--- src/rtl/tff_count_sequencer_if.sv ---
// Interface bundling the control inputs and status outputs of tff_count_sequencer.
// The master drives the controls and observes the status; the slave is the sequencer.
interface tff_count_sequencer_if #(
    parameter int WIDTH = 4
);
    logic             start;
    logic             pause;
    logic             load;
    logic [WIDTH-1:0] load_val;
    logic             up_dn;
    logic [WIDTH-1:0] limit;
    logic [WIDTH-1:0] t;
    logic [WIDTH-1:0] count;
    logic             busy;
    logic             tc;
    logic [1:0]       state;

    modport master (
        output start, pause, load, load_val, up_dn, limit,
        input  t, count, busy, tc, state
    );

    modport slave (
        input  start, pause, load, load_val, up_dn, limit,
        output t, count, busy, tc, state
    );
endinterface

--- src/rtl/tff_count_sequencer.sv ---
// tff_count_sequencer: drives a WIDTH-bit toggle flip-flop bank (count <= count ^ t)
// so that it behaves as an up/down modulo counter with start, pause, load and
// terminal-count pulse.
// Optional build macro: ONE_SHOT_EN -- when defined, the wrap step in RUN returns
// the FSM to IDLE instead of counting on.
module tff_count_sequencer #(
    parameter int WIDTH = 4
) (
    input  logic                  clk,
    input  logic                  rst,
    tff_count_sequencer_if.slave  bus
);

    typedef enum logic [1:0] {
        ST_IDLE  = 2'b00,
        ST_RUN   = 2'b01,
        ST_PAUSE = 2'b10,
        ST_LOAD  = 2'b11
    } state_t;

    state_t           state_r;
    logic [WIDTH-1:0] count_r;
    logic             tc_r;
    logic             busy_r;
    logic             from_idle_r;   // LOAD was entered from IDLE, so it returns there

    logic             up_wrap_s;
    logic             dn_wrap_s;
    logic             wrap_s;
    logic [WIDTH-1:0] step_next_s;
    logic [WIDTH-1:0] load_clamp_s;
    logic [WIDTH-1:0] next_count_s;
    logic             step_en_s;
    logic [WIDTH-1:0] t_s;

    // Candidate next value for a RUN step, wrap detection and clamped load value.
    always_comb begin
        up_wrap_s = (count_r >= bus.limit);
        dn_wrap_s = (count_r == {WIDTH{1'b0}}) || (count_r > bus.limit);
        if (bus.up_dn) begin
            wrap_s = up_wrap_s;
            if (up_wrap_s) begin
                step_next_s = {WIDTH{1'b0}};
            end else begin
                step_next_s = count_r + {{(WIDTH-1){1'b0}}, 1'b1};
            end
        end else begin
            wrap_s = dn_wrap_s;
            if (dn_wrap_s) begin
                step_next_s = bus.limit;
            end else begin
                step_next_s = count_r - {{(WIDTH-1){1'b0}}, 1'b1};
            end
        end
        if (bus.load_val > bus.limit) begin
            load_clamp_s = bus.limit;
        end else begin
            load_clamp_s = bus.load_val;
        end
    end

    // Next bank value for this cycle; the toggle vector is its difference from count.
    always_comb begin
        next_count_s = count_r;
        step_en_s    = 1'b0;
        if (rst) begin
            next_count_s = count_r;
        end else begin
            case (state_r)
                ST_RUN: begin
                    if (!bus.load && !bus.pause) begin
                        next_count_s = step_next_s;
                        step_en_s    = 1'b1;
                    end else begin
                        next_count_s = count_r;
                    end
                end
                ST_LOAD: begin
                    next_count_s = load_clamp_s;
                end
                default: begin
                    next_count_s = count_r;
                end
            endcase
        end
        t_s = count_r ^ next_count_s;
    end

    // Toggle bank, terminal-count pulse and control FSM with registered busy.
    always_ff @(posedge clk) begin
        if (rst) begin
            count_r     <= {WIDTH{1'b0}};
            tc_r        <= 1'b0;
            busy_r      <= 1'b0;
            from_idle_r <= 1'b0;
            state_r     <= ST_IDLE;
        end else begin
            count_r <= count_r ^ t_s;
            tc_r    <= step_en_s & wrap_s;
            case (state_r)
                ST_IDLE: begin
                    if (bus.load) begin
                        state_r     <= ST_LOAD;
                        from_idle_r <= 1'b1;
                        busy_r      <= 1'b0;
                    end else if (bus.start) begin
                        state_r <= ST_RUN;
                        busy_r  <= 1'b1;
                    end else begin
                        state_r <= ST_IDLE;
                        busy_r  <= 1'b0;
                    end
                end
                ST_RUN: begin
                    if (bus.load) begin
                        state_r     <= ST_LOAD;
                        from_idle_r <= 1'b0;
                        busy_r      <= 1'b0;
                    end else if (bus.pause) begin
                        state_r <= ST_PAUSE;
                        busy_r  <= 1'b0;
`ifdef ONE_SHOT_EN
                    end else if (wrap_s) begin
                        // Wrap step completes, then the sequence stops.
                        state_r <= ST_IDLE;
                        busy_r  <= 1'b0;
`endif
                    end else begin
                        state_r <= ST_RUN;
                        busy_r  <= 1'b1;
                    end
                end
                ST_PAUSE: begin
                    if (bus.load) begin
                        state_r     <= ST_LOAD;
                        from_idle_r <= 1'b0;
                        busy_r      <= 1'b0;
                    end else if (!bus.pause) begin
                        state_r <= ST_RUN;
                        busy_r  <= 1'b1;
                    end else begin
                        state_r <= ST_PAUSE;
                        busy_r  <= 1'b0;
                    end
                end
                ST_LOAD: begin
                    if (from_idle_r) begin
                        state_r <= ST_IDLE;
                        busy_r  <= 1'b0;
                    end else if (bus.pause) begin
                        state_r <= ST_PAUSE;
                        busy_r  <= 1'b0;
                    end else begin
                        state_r <= ST_RUN;
                        busy_r  <= 1'b1;
                    end
                end
                default: begin
                    state_r <= ST_IDLE;
                    busy_r  <= 1'b0;
                end
            endcase
        end
    end

    assign bus.t     = t_s;
    assign bus.count = count_r;
    assign bus.busy  = busy_r;
    assign bus.tc    = tc_r;
    assign bus.state = state_r;

endmodule

--- src/flat_wrapper.sv ---
// flat-port wrapper written by rule: the top's interface ports become plain ports
module tff_count_sequencer_flat 
#(
    parameter int WIDTH = 4
)
  (clk, rst, bus_start, bus_pause, bus_load, bus_load_val, bus_up_dn, bus_limit, bus_t, bus_count, bus_busy, bus_tc, bus_state);
  tff_count_sequencer_if #(.WIDTH(WIDTH)) bus_i ();
  input  logic clk;
  input  logic rst;
  input wire logic [$bits(bus_i.start)-1:0] bus_start;
  input wire logic [$bits(bus_i.pause)-1:0] bus_pause;
  input wire logic [$bits(bus_i.load)-1:0] bus_load;
  input wire logic [$bits(bus_i.load_val)-1:0] bus_load_val;
  input wire logic [$bits(bus_i.up_dn)-1:0] bus_up_dn;
  input wire logic [$bits(bus_i.limit)-1:0] bus_limit;
  output wire logic [$bits(bus_i.t)-1:0] bus_t;
  output wire logic [$bits(bus_i.count)-1:0] bus_count;
  output wire logic [$bits(bus_i.busy)-1:0] bus_busy;
  output wire logic [$bits(bus_i.tc)-1:0] bus_tc;
  output wire logic [$bits(bus_i.state)-1:0] bus_state;
  assign bus_i.start = bus_start;
  assign bus_i.pause = bus_pause;
  assign bus_i.load = bus_load;
  assign bus_i.load_val = bus_load_val;
  assign bus_i.up_dn = bus_up_dn;
  assign bus_i.limit = bus_limit;
  assign bus_t = bus_i.t;
  assign bus_count = bus_i.count;
  assign bus_busy = bus_i.busy;
  assign bus_tc = bus_i.tc;
  assign bus_state = bus_i.state;
  tff_count_sequencer #(.WIDTH(WIDTH)) u_core (.clk(clk), .rst(rst), .bus(bus_i));
endmodule
--- config.mk ---
export PLATFORM = sky130hd
export DESIGN_NAME = tff_count_sequencer_flat
export DESIGN_NICKNAME = d
export VERILOG_FILES = /design/src/rtl/tff_count_sequencer_if.sv /design/src/rtl/tff_count_sequencer.sv /design/src/flat_wrapper.sv
export SDC_FILE = /design/constraint.sdc
export NUM_CORES = 1
export LEC_CHECK = 0
export ABC_AREA = 1
export CORE_UTILIZATION = 53
export DETAILED_ROUTE_END_ITERATION = 8
export GPL_ROUTABILITY_DRIVEN = 0
export PLACE_DENSITY = 0.86
export SKIP_LAST_GASP = 1
export SLEW_MARGIN = 20
export SYNTH_ARGS = -nofsm -noshare
export SYNTH_HDL_FRONTEND = slang
export SYNTH_SLANG_ARGS = --single-unit
export TNS_END_PERCENT = 30
--- constraint.sdc ---
create_clock -name clk -period 4.15 [get_ports clk]
set_input_delay 0.83 -clock clk [delete_from_list [all_inputs] [get_ports clk]]
set_output_delay 0.83 -clock clk [all_outputs]
set_load 0.1 [all_outputs]
==> flow_metrics.py <==
metrics = {
    "routing": {
        "first_iter_violations": 34,
        "drt-total-wl_mm": 2.76,
        "vias": 1273,
        "drtPass1Iterations": 4,
        "drc": 0,
        "wl_per_cell_um": 11.9,
        "ant_nets": 0,
        "via_per_inst": 5.49,
    },
    "worst_setup_path": {
        "path_buf_inv": 4,
        "path_class": "in -> out",
        "rr_worst_depth": 13,
        "cp.arrival_ns": 2.96,
        "timing.rr.end": "u_core.bus.count[0]$_SDFF_PP0_",
        "crit_start": "bus_limit[3]",
        "crit_top_cell": "nand2_1",
        "cpPeakStageDelay_ns": 0.45,
        "critPathRequiredTime_ns": 3.32,
        "startpoint_type": "input pin",
        "reg2reg_from": "u_core.bus.count[0]$_SDFF_PP0_",
        "crit_family": "simple AND/OR/NAND/NOR gates",
        "cpMaxStageDelayCell": "clkdlybuf4s50_1",
        "crit_chain": "clkdlybuf4s50_1, inv_1, ha_1, a21oi_2, nand2_2, nand2_2, nand2_4, nand2_1, nand3_1, nand2_1, nand2_1, nand2_1, nand2_1, nand2_1, nand2_1, inv_1, buf_12",
        "end_kind": "output port",
        "r2r_slack_ns": 2.27,
        "path_max_fanout": 5,
    },
    "layout": {
        "antenna_cells_inserted": 0,
        "syn_to_final_growth_pct": 31.6,
        "final_layout_size_suffix_gt1_frac": 0.0870,
        "nets": 236,
        "instances_no_fill": 232,
        "final_core_util": 0.779,
        "regArea_um2": 180,
        "n_fill_cell": 155,
        "multi_input_area_um2": 754,
        "design_area_um2": 1420,
    },
    "synth": {
        "synth_area_leader_cell": "dfxtp_1",
        "syn_inst": 180,
        "synth_ff_type": "dfxtp_1",
        "ys_ff_latch": 9,
        "synth_nets": 208,
        "synth_top_cell_area_share": 0.167,
        "syn_area_um2": 1080,
        "synth_edf_count": 0,
        "async_flop_share": 0,
        "ys_top_cells_by_area": "dfxtp_1 17%, nand2_1 17%, ha_1 16%, inv_1 11%, nand3_1 9.8%",
        "synth_commonest_cells": "48 x nand2_1, 31 x inv_1, 21 x nand3_1, 14 x ha_1, 11 x nor2_1",
        "synth.avg_cell_area_um2": 5.98,
        "synth_most_common_cell": "nand2_1",
        "ys_seq_area_frac": 0.167,
        "synth_warnings": 0,
        "synth_cell_types": 25,
    },
    "timing": {
        "fin_crit_ns": 3.79,
        "report.final.slew_viol_count": 0,
        "slew_headroom": 0.348,
        "fin_skew_ns": 0.00573,
        "rsz0062_at_grt": "no",
        "timing.hold.ws_ns": 0.519,
        "layout_setup_ws_ns": 0.359,
        "hold_viol": 0,
        "tns_ns": 0,
        "setup_viol": 0,
        "period_share": 0.913,
        "clock.fmax_ghz": 0.264,
        "worst_slew_pin_slew_ns": 0.975,
    },
    "min_path": {
        "min_to": "u_core.from_idle_r$_SDFFE_PP0P_",
        "min_from": "u_core.from_idle_r$_SDFFE_PP0P_",
        "worstHoldPathType": "reg -> reg",
        "min_path_cells": 2,
    },
    "floorplan": {
        "die_x_um": 47.1,
        "num_io_pins": 26,
        "rows": 15,
        "dieArea_um2": 2220,
        "die_h_um": 47.1,
        "initial_core_util": 0.592,
        "core_area_um2": 1820,
    },
    "outcome": {
        "status": "finished, final reports clean",
    },
    "clocking": {
        "clock_latency_ns": 0.26,
        "cts_buffer_depth": 2,
        "numCtsBuffers": 3,
        "path_clk_slew_ns": 0.06,
        "postCtsHoldBufs": 0,
        "h-tree-depth": 1,
        "root_buffer": "clkbuf_4",
        "cts_tree": "built",
        "cts_resized": 0,
        "postCtsSetupBuffers": 0,
        "clock-sinks": 9,
    },
    "placed_design": {
        "hpwl_mm": 2.23,
        "place_ws_ns": 0.381,
        "dp_cells": 228,
        "placed_cell_area_um2": 1390,
        "port_buffers": 25,
    },
    "grt": {
        "grt_usage": 0.287,
        "grt_pass1_wl_mm": 4.57,
        "use_met1": 0.326,
        "use_met2": 0.519,
        "grt.overflow.total": 0,
        "grt_pass1_vias": 1145,
        "grt_max_degree": 14,
        "grt.busiest_layer": "met2",
        "use_met3": 0.0654,
        "antenna_found_initial": 0,
    },
    "pwr": {
        "powerDensity_nw_per_um2": 403,
        "total_power_mw": 0.571,
        "leakage_nw": 0.753,
        "peakVddDrop_mv": 0.421,
    },
    "flow_run": {
        "drv_cap": 0,
    },
}
worst min-delay path, stage by stage, from the launching register on:
cell	delay, ns
dfxtp_1	0.32
o21ai_0	0.09
a21oi_1	0.07
area by class of cell:
cell class                      count  area share
Sequential cell                     9       0.127
Inverter                           36      0.0953
Multi-Input combinational cell    133       0.532
Timing Repair Buffer               25       0.205
Tap cell                           25      0.0221
Clock buffer                        4      0.0185
power by group:
part / internal [mW] / switching (mW) / total, mW
Sequential: 0.0999 / 0.0158 / 0.116
Combinational: 0.120 / 0.267 / 0.387
Clock: 0.0371 / 0.0314 / 0.0684
Total: 0.257 / 0.314 / 0.571
registers in the layout (all words and copies together), names as in the netlist:
register,count
u_core.from_idle_r,1
u_core.bus.tc,1
u_core.bus.count,4
u_core.bus.state,2
u_core.bus.busy,1
logic make-up (layout without fill, tap and decap cells):
family                   Yosys count  in the layout  synth area share
XOR/XNOR                           1              1           0.00813
buffers and inverters             38             65             0.132
AND/OR/NAND/NOR                   92             92             0.382
flip-flops                         9              9             0.167
AO/OA/AOI/OAI                     26             26             0.148
adder cells (fa/ha/maj)           14             14             0.163
worst max-delay path by stage:
stage,to,slack (ns),depth (start not counted)
after CTS,bus_t[0],0.37,17
after detailed placement,bus_t[0],0.38,17
after global routing,bus_t[1],0.14,13
after global placement,bus_t[0],0.44,17
final,bus_t[0],0.36,17
after floorplan,bus_t[2],0.36,15
placed cells by master (no fill, tap or decap), types with 4 or more instances in the layout:
cell	n
a21oi_1	8
buf_12	4
clkdlybuf4s50_1	21
dfxtp_1	9
ha_1	14
inv_1	31
inv_2	4
nand2_1	48
nand2_2	4
nand3_1	21
nor2_1	11
o211ai_1	5
o21ai_1	5
routing by layer:
layer,wire (um),part of all wire
met2,1380,0.50
met1,1150,0.42
met5,0,0
met3,169,0.061
met4,61,0.022
Power figures use the tool's default switching activity.
